--- config.mk ---
export PLATFORM = sky130hd
export DESIGN_NAME = lane_traffic_ctrl
export DESIGN_NICKNAME = d
export VERILOG_FILES = /design/src/rtl/frogger_pkg.sv /design/src/rtl/lane_traffic_ctrl_lane_mover.sv /design/src/rtl/lane_traffic_ctrl.sv
export SDC_FILE = /design/constraint.sdc
export NUM_CORES = 1
export LEC_CHECK = 0
export BUFFER_PORTS_ARGS = -buffer_cell sky130_fd_sc_hd__buf_2
export CAP_MARGIN = 20
export CORE_UTILIZATION = 40
export CTS_CLUSTER_SIZE = 16
export DETAILED_ROUTE_END_ITERATION = 16
export HOLD_SLACK_MARGIN = 0.02
export PLACE_DENSITY_LB_ADDON = 0.08
export SYNTH_ARGS = -nofsm -noshare
export SYNTH_HDL_FRONTEND = slang
export SYNTH_SLANG_ARGS = --single-unit
--- constraint.sdc ---
create_clock -name i_Clk -period 3.15 [get_ports i_Clk]
set_input_delay 0 -clock i_Clk [delete_from_list [all_inputs] [get_ports i_Clk]]
set_output_delay 0 -clock i_Clk [all_outputs]
set_load 0.05 [all_outputs]
--- src/rtl/frogger_pkg.sv ---
// Shared playfield constants and the lane direction encoding for the Frogger blocks.
package frogger_pkg;

  localparam int c_TILE_BITS   = 6;
  localparam int c_MAX_X_DEF   = 14;
  localparam int c_LANE_Y_BASE = 7;

  typedef enum logic {
    DIR_RIGHT = 1'b0,
    DIR_LEFT  = 1'b1
  } dir_e;

endpackage

--- src/rtl/lane_traffic_ctrl_lane_mover.sv ---
// One obstacle lane: period counter with level-scaled terminal count, step and wrap.
module lane_mover
  import frogger_pkg::*;
#(
  parameter int unsigned               c_PERIOD = 4000000,
  parameter dir_e                      c_DIR    = DIR_RIGHT,
  parameter int                        c_MAX_X  = c_MAX_X_DEF,
  parameter logic [c_TILE_BITS-1:0]    c_INIT_X = '0
) (
  input  logic                   i_Clk,
  input  logic                   i_Rst_L,
  input  logic                   i_Enable,
  input  logic                   i_Restart,
  input  logic [1:0]             i_Level,
  output logic [c_TILE_BITS-1:0] o_X
);

  localparam logic [c_TILE_BITS-1:0] c_LAST_X = c_TILE_BITS'(c_MAX_X - 1);

  logic [31:0]            period;
  logic [31:0]            count;
  logic                   terminal;
  logic [c_TILE_BITS-1:0] x_next;

  assign period = c_PERIOD >> i_Level;

  // >= rather than == so a period shortened mid-count terminates on the next clock.
  assign terminal = (period <= 32'd1) || (count >= period - 32'd1);

  always_comb begin
    x_next = o_X;
    if (c_DIR == DIR_LEFT)
      x_next = (o_X == '0) ? c_LAST_X : o_X - 1'b1;
    else
      x_next = (o_X == c_LAST_X) ? '0 : o_X + 1'b1;
  end

  always_ff @(posedge i_Clk) begin
    if (!i_Rst_L || i_Restart) begin
      count <= '0;
      o_X   <= c_INIT_X;
    end else if (i_Enable) begin
      if (terminal) begin
        count <= '0;
        o_X   <= x_next;
      end else begin
        count <= count + 32'd1;
      end
    end
  end

endmodule

--- src/rtl/lane_traffic_ctrl.sv ---
// Multi-lane obstacle controller: lane movers, collision edge detector and obstacle pixel flag.
module lane_traffic_ctrl
  import frogger_pkg::*;
#(
  parameter int                      c_NUM_LANES       = 5,
  parameter int                      c_FIRST_LANE_Y    = c_LANE_Y_BASE,
  parameter int                      c_MAX_X           = c_MAX_X_DEF,
  parameter int unsigned             c_BASE_SLOW_COUNT = 4000000,
  parameter int unsigned             c_LANE_STEP       = 300000,
  parameter logic [c_NUM_LANES-1:0]  c_DIR_MASK        = 5'b01010
) (
  input  logic                               i_Clk,
  input  logic                               i_Rst_L,
  input  logic                               i_Enable,
  input  logic                               i_Restart,
  input  logic [1:0]                         i_Level,
  input  logic [4:0]                         i_Col_Count_Div,
  input  logic [4:0]                         i_Row_Count_Div,
  input  logic [5:0]                         i_Frogger_X,
  input  logic [5:0]                         i_Frogger_Y,
  output logic                               o_Obstacle_Pixel,
  output logic                               o_Collided,
  output logic [c_TILE_BITS*c_NUM_LANES-1:0] o_Car_X
);

  logic [c_TILE_BITS-1:0] car_x [c_NUM_LANES];
  logic                   overlap;
  logic                   overlap_hist;
  logic                   pixel_hit;

  for (genvar k = 0; k < c_NUM_LANES; k++) begin : g_lane
    localparam int unsigned c_PER  = c_BASE_SLOW_COUNT + k * c_LANE_STEP;
    localparam dir_e        c_DIRK = dir_e'(c_DIR_MASK[k]);
    localparam logic [c_TILE_BITS-1:0] c_INIT =
      (c_DIRK == DIR_LEFT) ? c_TILE_BITS'(c_MAX_X - 1) : '0;

    lane_mover #(
      .c_PERIOD (c_PER),
      .c_DIR    (c_DIRK),
      .c_MAX_X  (c_MAX_X),
      .c_INIT_X (c_INIT)
    ) u_lane (
      .i_Clk     (i_Clk),
      .i_Rst_L   (i_Rst_L),
      .i_Enable  (i_Enable),
      .i_Restart (i_Restart),
      .i_Level   (i_Level),
      .o_X       (car_x[k])
    );

    assign o_Car_X[c_TILE_BITS*k +: c_TILE_BITS] = car_x[k];
  end

  always_comb begin
    overlap   = 1'b0;
    pixel_hit = 1'b0;
    for (int k = 0; k < c_NUM_LANES; k++) begin
      if (car_x[k] == i_Frogger_X && c_TILE_BITS'(c_FIRST_LANE_Y + k) == i_Frogger_Y)
        overlap = 1'b1;
      if ({1'b0, i_Row_Count_Div} == c_TILE_BITS'(c_FIRST_LANE_Y + k) &&
          {1'b0, i_Col_Count_Div} == car_x[k])
        pixel_hit = 1'b1;
    end
  end

  // History only advances while enabled, so an overlap already present at resume still pulses.
  always_ff @(posedge i_Clk) begin
    if (!i_Rst_L || i_Restart) begin
      overlap_hist     <= 1'b0;
      o_Collided       <= 1'b0;
      o_Obstacle_Pixel <= 1'b0;
    end else begin
      o_Obstacle_Pixel <= pixel_hit;
      o_Collided       <= i_Enable & overlap & ~overlap_hist;
      if (i_Enable)
        overlap_hist <= overlap;
    end
  end

endmodule

# After elaboration in Yosys (flattened, before gate mapping)
# Cells that the tools add are included.
[totals]
output_inout_bits = 32
ff_bits = 193
in_bits = 28
wordCells = 113
[op_classes]
n_reduce_logical = 24
n_lt_le_gt_ge = 10
n_eq_ne = 23
bitwise_logic = 3
n_mux = 20
n_addsub = 15
shift = 5
[op_table]
columns = ["op", "n"]
rows = [
  ["32-bit by 1-bit adder with 32-bit output, second input constant", 5],
  ["32-bit >= comparator", 5],
  ["32-bit by 1-bit <= comparator with 1-bit output, second input constant", 5],
  ["32-bit two-way mux", 5],
  ["32-bit by 1-bit subtractor with 32-bit output, second input constant", 5],
  ["23-bit by 2-bit right shift with 32-bit output, first input constant", 4],
  ["22-bit by 2-bit right shift with 32-bit output, first input constant", 1],
  ["5-bit by 6-bit equality test with 1-bit output", 5],
  ["6-bit equality test", 5],
  ["6-bit two-way mux", 5],
  ["4-bit by 6-bit equality test with 1-bit output, first input constant", 4],
  ["5-bit by 4-bit equality test with 1-bit output, second input constant", 4],
  ["6-bit by 1-bit adder with 6-bit output, second input constant", 3],
  ["6-bit by 4-bit equality test with 1-bit output, second input constant", 3],
  ["6-bit zero test", 2],
  ["6-bit by 1-bit subtractor with 6-bit output, second input constant", 2],
  ["1-bit logical AND", 10],
  ["1-bit two-way mux", 10],
  ["2-bit AND reduction", 5],
  ["3-bit by 6-bit equality test with 1-bit output, first input constant", 1],
  ["1-bit logical OR", 6],
  ["5-bit by 3-bit equality test with 1-bit output, second input constant", 1],
  ["1-bit bitwise AND", 2],
  ["1-bit zero test", 1],
  ["1-bit NOT", 1],
]

# Logic depth before layout (Yosys ltp)
[depth]
depth_word = 9
depth_mapped = 15
depth_no_buf = 13

# Hierarchy
# Synthesis repeated with hierarchy kept, for this count alone.
[unflattened]
hier_cells = 1580
area_unflattened_um2 = 13541.7
[modules_own_cells]
columns = ["mod", "n_inst", "cells_each", "area_per_inst_um2", "seq_area_each_um2"]
rows = [
  ["lane_mover (g_lane[4].u_lane)", 1, 316, 2826.5, 760.7],
  ["lane_mover (g_lane[2].u_lane)", 1, 294, 2541.2, 760.7],
  ["lane_mover (g_lane[1].u_lane)", 1, 290, 2529.9, 760.7],
  ["lane_mover (g_lane[3].u_lane)", 1, 291, 2437.3, 760.7],
  ["lane_mover (g_lane[0].u_lane)", 1, 272, 2263.4, 760.7],
  ["lane_traffic_ctrl", 1, 117, 943.4, 60.1],
]

# Worst setup path before layout
# No wires, ideal clock.
[synth_path]
kind = "input port to flip-flop"
startpoint = "input port i_Level[0]"
endpoint = "register g_lane[0].u_lane.o_X[2]"
arrival_ns = 2.596
required_ns = 3.080
path_slack_ns = 0.483
setup_ns = 0.070
cell_stages = 12
n_path_buf = 1
cell_sequence = "inv_1 ha_1 nor2_1 nand2_1 ha_1 nand4_2 or4_4 nor4_2 o21ai_2 buf_6 or3b_1 a21oi_1"
[synth_via]
elab_chain_cells = 5
elab_cells_between_ends = 6
classes_between = "add/sub (1); order compare (2); shift (1); reduce/logical (2)"
[synth_rtl]
columns = ["element", "line_no", "text"]
rows = [
  ["start, declared", "lane_traffic_ctrl.sv:16", "input logic [1:0] i_Level,"],
  ["22-bit by 2-bit right shift with 32-bit output (*)", "lane_traffic_ctrl_lane_mover.sv:25", "assign period = c_PERIOD >> i_Level;"],
  ["32-bit by 1-bit subtractor with 32-bit output", "lane_traffic_ctrl_lane_mover.sv:28", "assign terminal = (period <= 32'd1) || (count >= period - 32'd1);"],
  ["32-bit >= comparator", "lane_traffic_ctrl_lane_mover.sv:28", ""],
  ["1-bit logical OR (*)", "lane_traffic_ctrl_lane_mover.sv:28", ""],
  ["2-bit AND reduction (no line) (*)", "-", ""],
  ["end signal, assigned", "lane_traffic_ctrl_lane_mover.sv:41", "o_X <= c_INIT_X;"],
  ["end signal, assigned", "lane_traffic_ctrl_lane_mover.sv:45", "o_X <= x_next;"],
  ["end, declared", "lane_traffic_ctrl_lane_mover.sv:15", "output logic [c_TILE_BITS-1:0] o_X"],
]
# Mark *: on every way between the ends. The rest lies on a longest branch, timed or not.
# A chain may end at the register's enable or synchronous reset.

# Worst setup path in the final report
[layout_path]
startpoint = "register g_lane[4].u_lane.count[27]"
endpoint = "register g_lane[4].u_lane.o_X[4]"
[layout_via]
elab_chain_cells = 3
[layout_rtl]
columns = ["element", "line_no", "text"]
rows = [
  ["start, declared", "lane_traffic_ctrl_lane_mover.sv:21", "logic [31:0] count;"],
  ["start signal, assigned", "lane_traffic_ctrl_lane_mover.sv:47", "count <= count + 32'd1;"],
  ["32-bit >= comparator", "lane_traffic_ctrl_lane_mover.sv:28", ""],
  ["1-bit logical OR", "lane_traffic_ctrl_lane_mover.sv:28", ""],
  ["2-bit AND reduction (no line)", "-", ""],
  ["end signal, assigned", "lane_traffic_ctrl_lane_mover.sv:41", ""],
  ["end signal, assigned", "lane_traffic_ctrl_lane_mover.sv:45", ""],
  ["end, declared", "lane_traffic_ctrl_lane_mover.sv:15", ""],
]
# Every way passes these cells.

==> results.json <==
{
  "clock.fmax_mhz": 366,
  "antenna_found_initial": 0,
  "cts_sinks": 193,
  "grt_max_degree": 55,
  "cp.required_ns": 3.52,
  "synth-seq-cells": 193,
  "irDropWorstVdd_mv": 0.331,
  "io_buffers": 59,
  "netSwitchingFraction": 0.244,
  "cp-end-kind": "register",
  "cts_made_buffers": 17,
  "critical_path_class": "reg -> reg",
  "cts_resized": 0,
  "fp.dieH_um": 178,
  "synth_common_cells": "204 x nor2_1, 193 x dfxtp_1, 165 x ha_1",
  "min_path_type": "in -> reg",
  "routabilityCongestion": 0.801,
  "vias_per_cell": 5.22,
  "r2r-end": "g_lane[4].u_lane.o_X[4]$_SDFFE_PP0P_",
  "nets": 1788,
  "yosysSeqAreaShare": 0.311,
  "dp_slack_ns": 0.0542,
  "dr_wl_met2_um": 13800,
  "die_x_um": 178,
  "n_antenna_cell": 0,
  "drive_above_1_share": 0.0878,
  "setup-violations-final": 0,
  "hold_depth": 4,
  "drt-met1-wl_um": 15200,
  "place_hpwl_um": 22200,
  "power_density_nw_per_um2": 354,
  "p_int_mw": 3.78,
  "status": "finished, final reports clean",
  "relSlewSlack": 0.474,
  "root_buffer": "clkbuf_16",
  "setup_slack_ns": 0.421,
  "post-route-period-util": 0.866,
  "cts_hold_buf": 8,
  "yosys.area.top_type": "dfxtp_1",
  "path_cells": "ha_1 > nand2_1 > or4_1 > nor3_1 > o2111a_1 > o21ai_1 > buf_4 > or4_1 > a21oi_1",
  "synth_edf_count": 0,
  "ys_warn_count": 0,
  "synthArstFlopShare": 0,
  "row_count": 64,
  "vias": 10460,
  "critPathArrivalTime_ns": 3.10,
  "cts_buffer_depth": 2,
  "wl_met3_um": 746,
  "grt_pass1_wl_um": 49600,
  "track_usage": 0.196,
  "clkPwrFrac": 0.436,
  "tightestPinTransition_ns": 0.786,
  "synth.distinct_cells": 62,
  "drt-initial-drc-count": 492,
  "skew_ns": 0.0118,
  "synth_area_um2": 12400,
  "rsz0062_at_grt": "no",
  "seqPwrFrac": 0.489,
  "cts_tree": "done",
  "hold_end": "o_Collided$_SDFF_PP0_",
  "clk_pin_slew_ns": 0.07,
  "syn_area_per_cell_um2": 8.36,
  "synth_top_area_share": 0.311,
  "grt_pass1_vias": 9698,
  "p_switching_mw": 1.22,
  "die-area_um2": 31800,
  "final-max-slew-violation-count": 0,
  "highest_layer": "met4",
  "cpPeakStageDelay_ns": 0.50,
  "start_kind": "register",
  "ant_nets": 0,
  "core-area_um2": 30600,
  "grt_overflow": 0,
  "drt-total-wl_um": 30200,
  "p_leak_nw": 5.65,
  "start_util": 0.407,
  "fin_setup_tns_ns": 0,
  "wl_per_cell_um": 15.1,
  "boundaryPins": 60,
  "ff2ff_setup_slack_ns": 0.42,
  "crit_path_frequent_cell": "or4_1",
  "drc_errors": 0,
  "firstDrtPassIters": 4,
  "finalHoldViolations": 0,
  "cts_setup_buffers": 0,
  "rr_worst_depth": 9,
  "min_period_ns": 2.73,
  "worstHoldStart": "i_Frogger_Y[2]",
  "rr_startpoint": "g_lane[4].u_lane.count[27]$_SDFFE_PP0P_",
  "path_max_fanout": 12,
  "area_delta_synth_final_pct": 13.6,
  "syn_inst": 1488,
  "maxCapViolCount": 0,
  "synth.most_common_cell": "nor2_1",
  "htreeDepth": 4,
  "power_frac_comb": 0.075,
  "clk_latency_ns": 0.45,
  "synthTopCellsByArea": "dfxtp_1 31%, ha_1 17%, xor2_1 9.2%, nor2_1 6.2%, xnor2_1 5.8%",
  "ys.flop_type": "dfxtp_1",
  "cp_slowest_cell": "or4_1"
}
cell usage in the layout (no fill, tap or decap), types with 20 or more instances in the layout:
| cell type | netlist | layout |
|---|---|---|
| inv_1 | 33 | 33 |
| a21oi_1 | 71 | 70 |
| buf_2 | 10 | 59 |
| conb_1 | 2 | 47 |
| xor2_1 | 131 | 131 |
| o21ai_0 | 38 | 37 |
| dfxtp_1 | 193 | 193 |
| nand4_1 | 71 | 71 |
| nand3_1 | 74 | 74 |
| nand2_1 | 118 | 118 |
| xnor2_1 | 82 | 82 |
| ha_1 | 165 | 165 |
| and3_1 | 39 | 39 |
| nor2_1 | 204 | 204 |
| buf_4 | 0 | 34 |
| nor4_1 | 20 | 20 |
| nor3_1 | 54 | 54 |
sequential cells by signal, summed over array words and instances, names as in the netlist:
name                 flops
o_Obstacle_Pixel         1
o_Collided               1
overlap_hist             1
g_lane.u_lane.o_X       30
g_lane.u_lane.count    160
how the worst max path moves through the flow:
stage               cells past startpoint                                     from  slack, ns                              endpoint
CTS                                     9  g_lane[4].u_lane.count[27]$_SDFFE_PP0P_       0.40  g_lane[4].u_lane.o_X[4]$_SDFFE_PP0P_
detailed placement                     13                               i_Level[1]       0.05  g_lane[0].u_lane.o_X[4]$_SDFFE_PP0P_
finish                                  9  g_lane[4].u_lane.count[27]$_SDFFE_PP0P_       0.42  g_lane[4].u_lane.o_X[4]$_SDFFE_PP0P_
floorplan                              12                               i_Level[0]       0.48  g_lane[0].u_lane.o_X[2]$_SDFFE_PP0P_
global placement                       13                               i_Level[1]       0.12  g_lane[0].u_lane.o_X[4]$_SDFFE_PP0P_
global route                           13                               i_Level[1]       0.27  g_lane[0].u_lane.o_X[3]$_SDFFE_PP0P_
routing by layer:
layer	up-vias	GRT usage
li1	5443	-
met2	126	0.320
met4	0	0.0576
met1	4865	0.265
met3	26	0.0292
met5	-	0
logic make-up (layout without fill, tap and decap cells):
| family | Yosys count | count (layout) | share of synthesized area |
|---|---|---|---|
| compound gates | 175 | 175 | 0.0860 |
| xor+xnor | 213 | 213 | 0.150 |
| fa+ha+maj | 165 | 165 | 0.166 |
| buf+inv | 94 | 167 | 0.0300 |
| flops | 193 | 193 | 0.311 |
| mux | 3 | 3 | 0.00241 |
| other cells | 2 | 47 | 0.000604 |
| simple gates | 643 | 643 | 0.254 |
worst max-delay path, delay by kind of cell, from the launching register on:
kind,cells,cell delay [ns]
AO/OA/AOI/OAI,3,0.49
adder cells (fa/ha/maj),1,0.31
buffers and inverters,1,0.21
flip-flops,1,0.35
AND/OR/NAND/NOR,4,1.30
area by class of cell:
| class | count | area (µm²) |
|---|---|---|
| multi-input combinational | 1246 | 8380 |
| clock buffer | 21 | 460 |
| timing repair buffer | 104 | 691 |
| fill | 3095 | 16500 |
| clock inverter | 9 | 109 |
| inverter | 33 | 124 |
| sequential | 193 | 3860 |
| tap | 396 | 495 |
power groups by stage:
stage,Combinational [mW],Clock [mW],Sequential [mW]
after CTS,0.380,2.26,2.45
after floorplan,0.236,0,2.50
after global placement,0.365,0,2.50
final,0.377,2.18,2.45
after detailed placement,0.371,0,2.50
after global routing,0.423,2.36,2.45
metrics by stage:
step	utilization	hold WS, ns	cells	cell area (µm²)	total power, mW
2_1_floorplan	-	0.0785	1533	12600	2.74
5_1_grt	0.462	0.105	2002	14100	5.23
6_report	0.462	0.0782	2002	14100	5.01
3_3_place_gp	0.441	0.170	1964	13500	2.87
3_5_place_dp	0.441	0.172	1964	13500	2.87
4_1_cts	0.462	0.0589	2002	14100	5.09
Note: power is estimated with default switching activity, not from simulation.
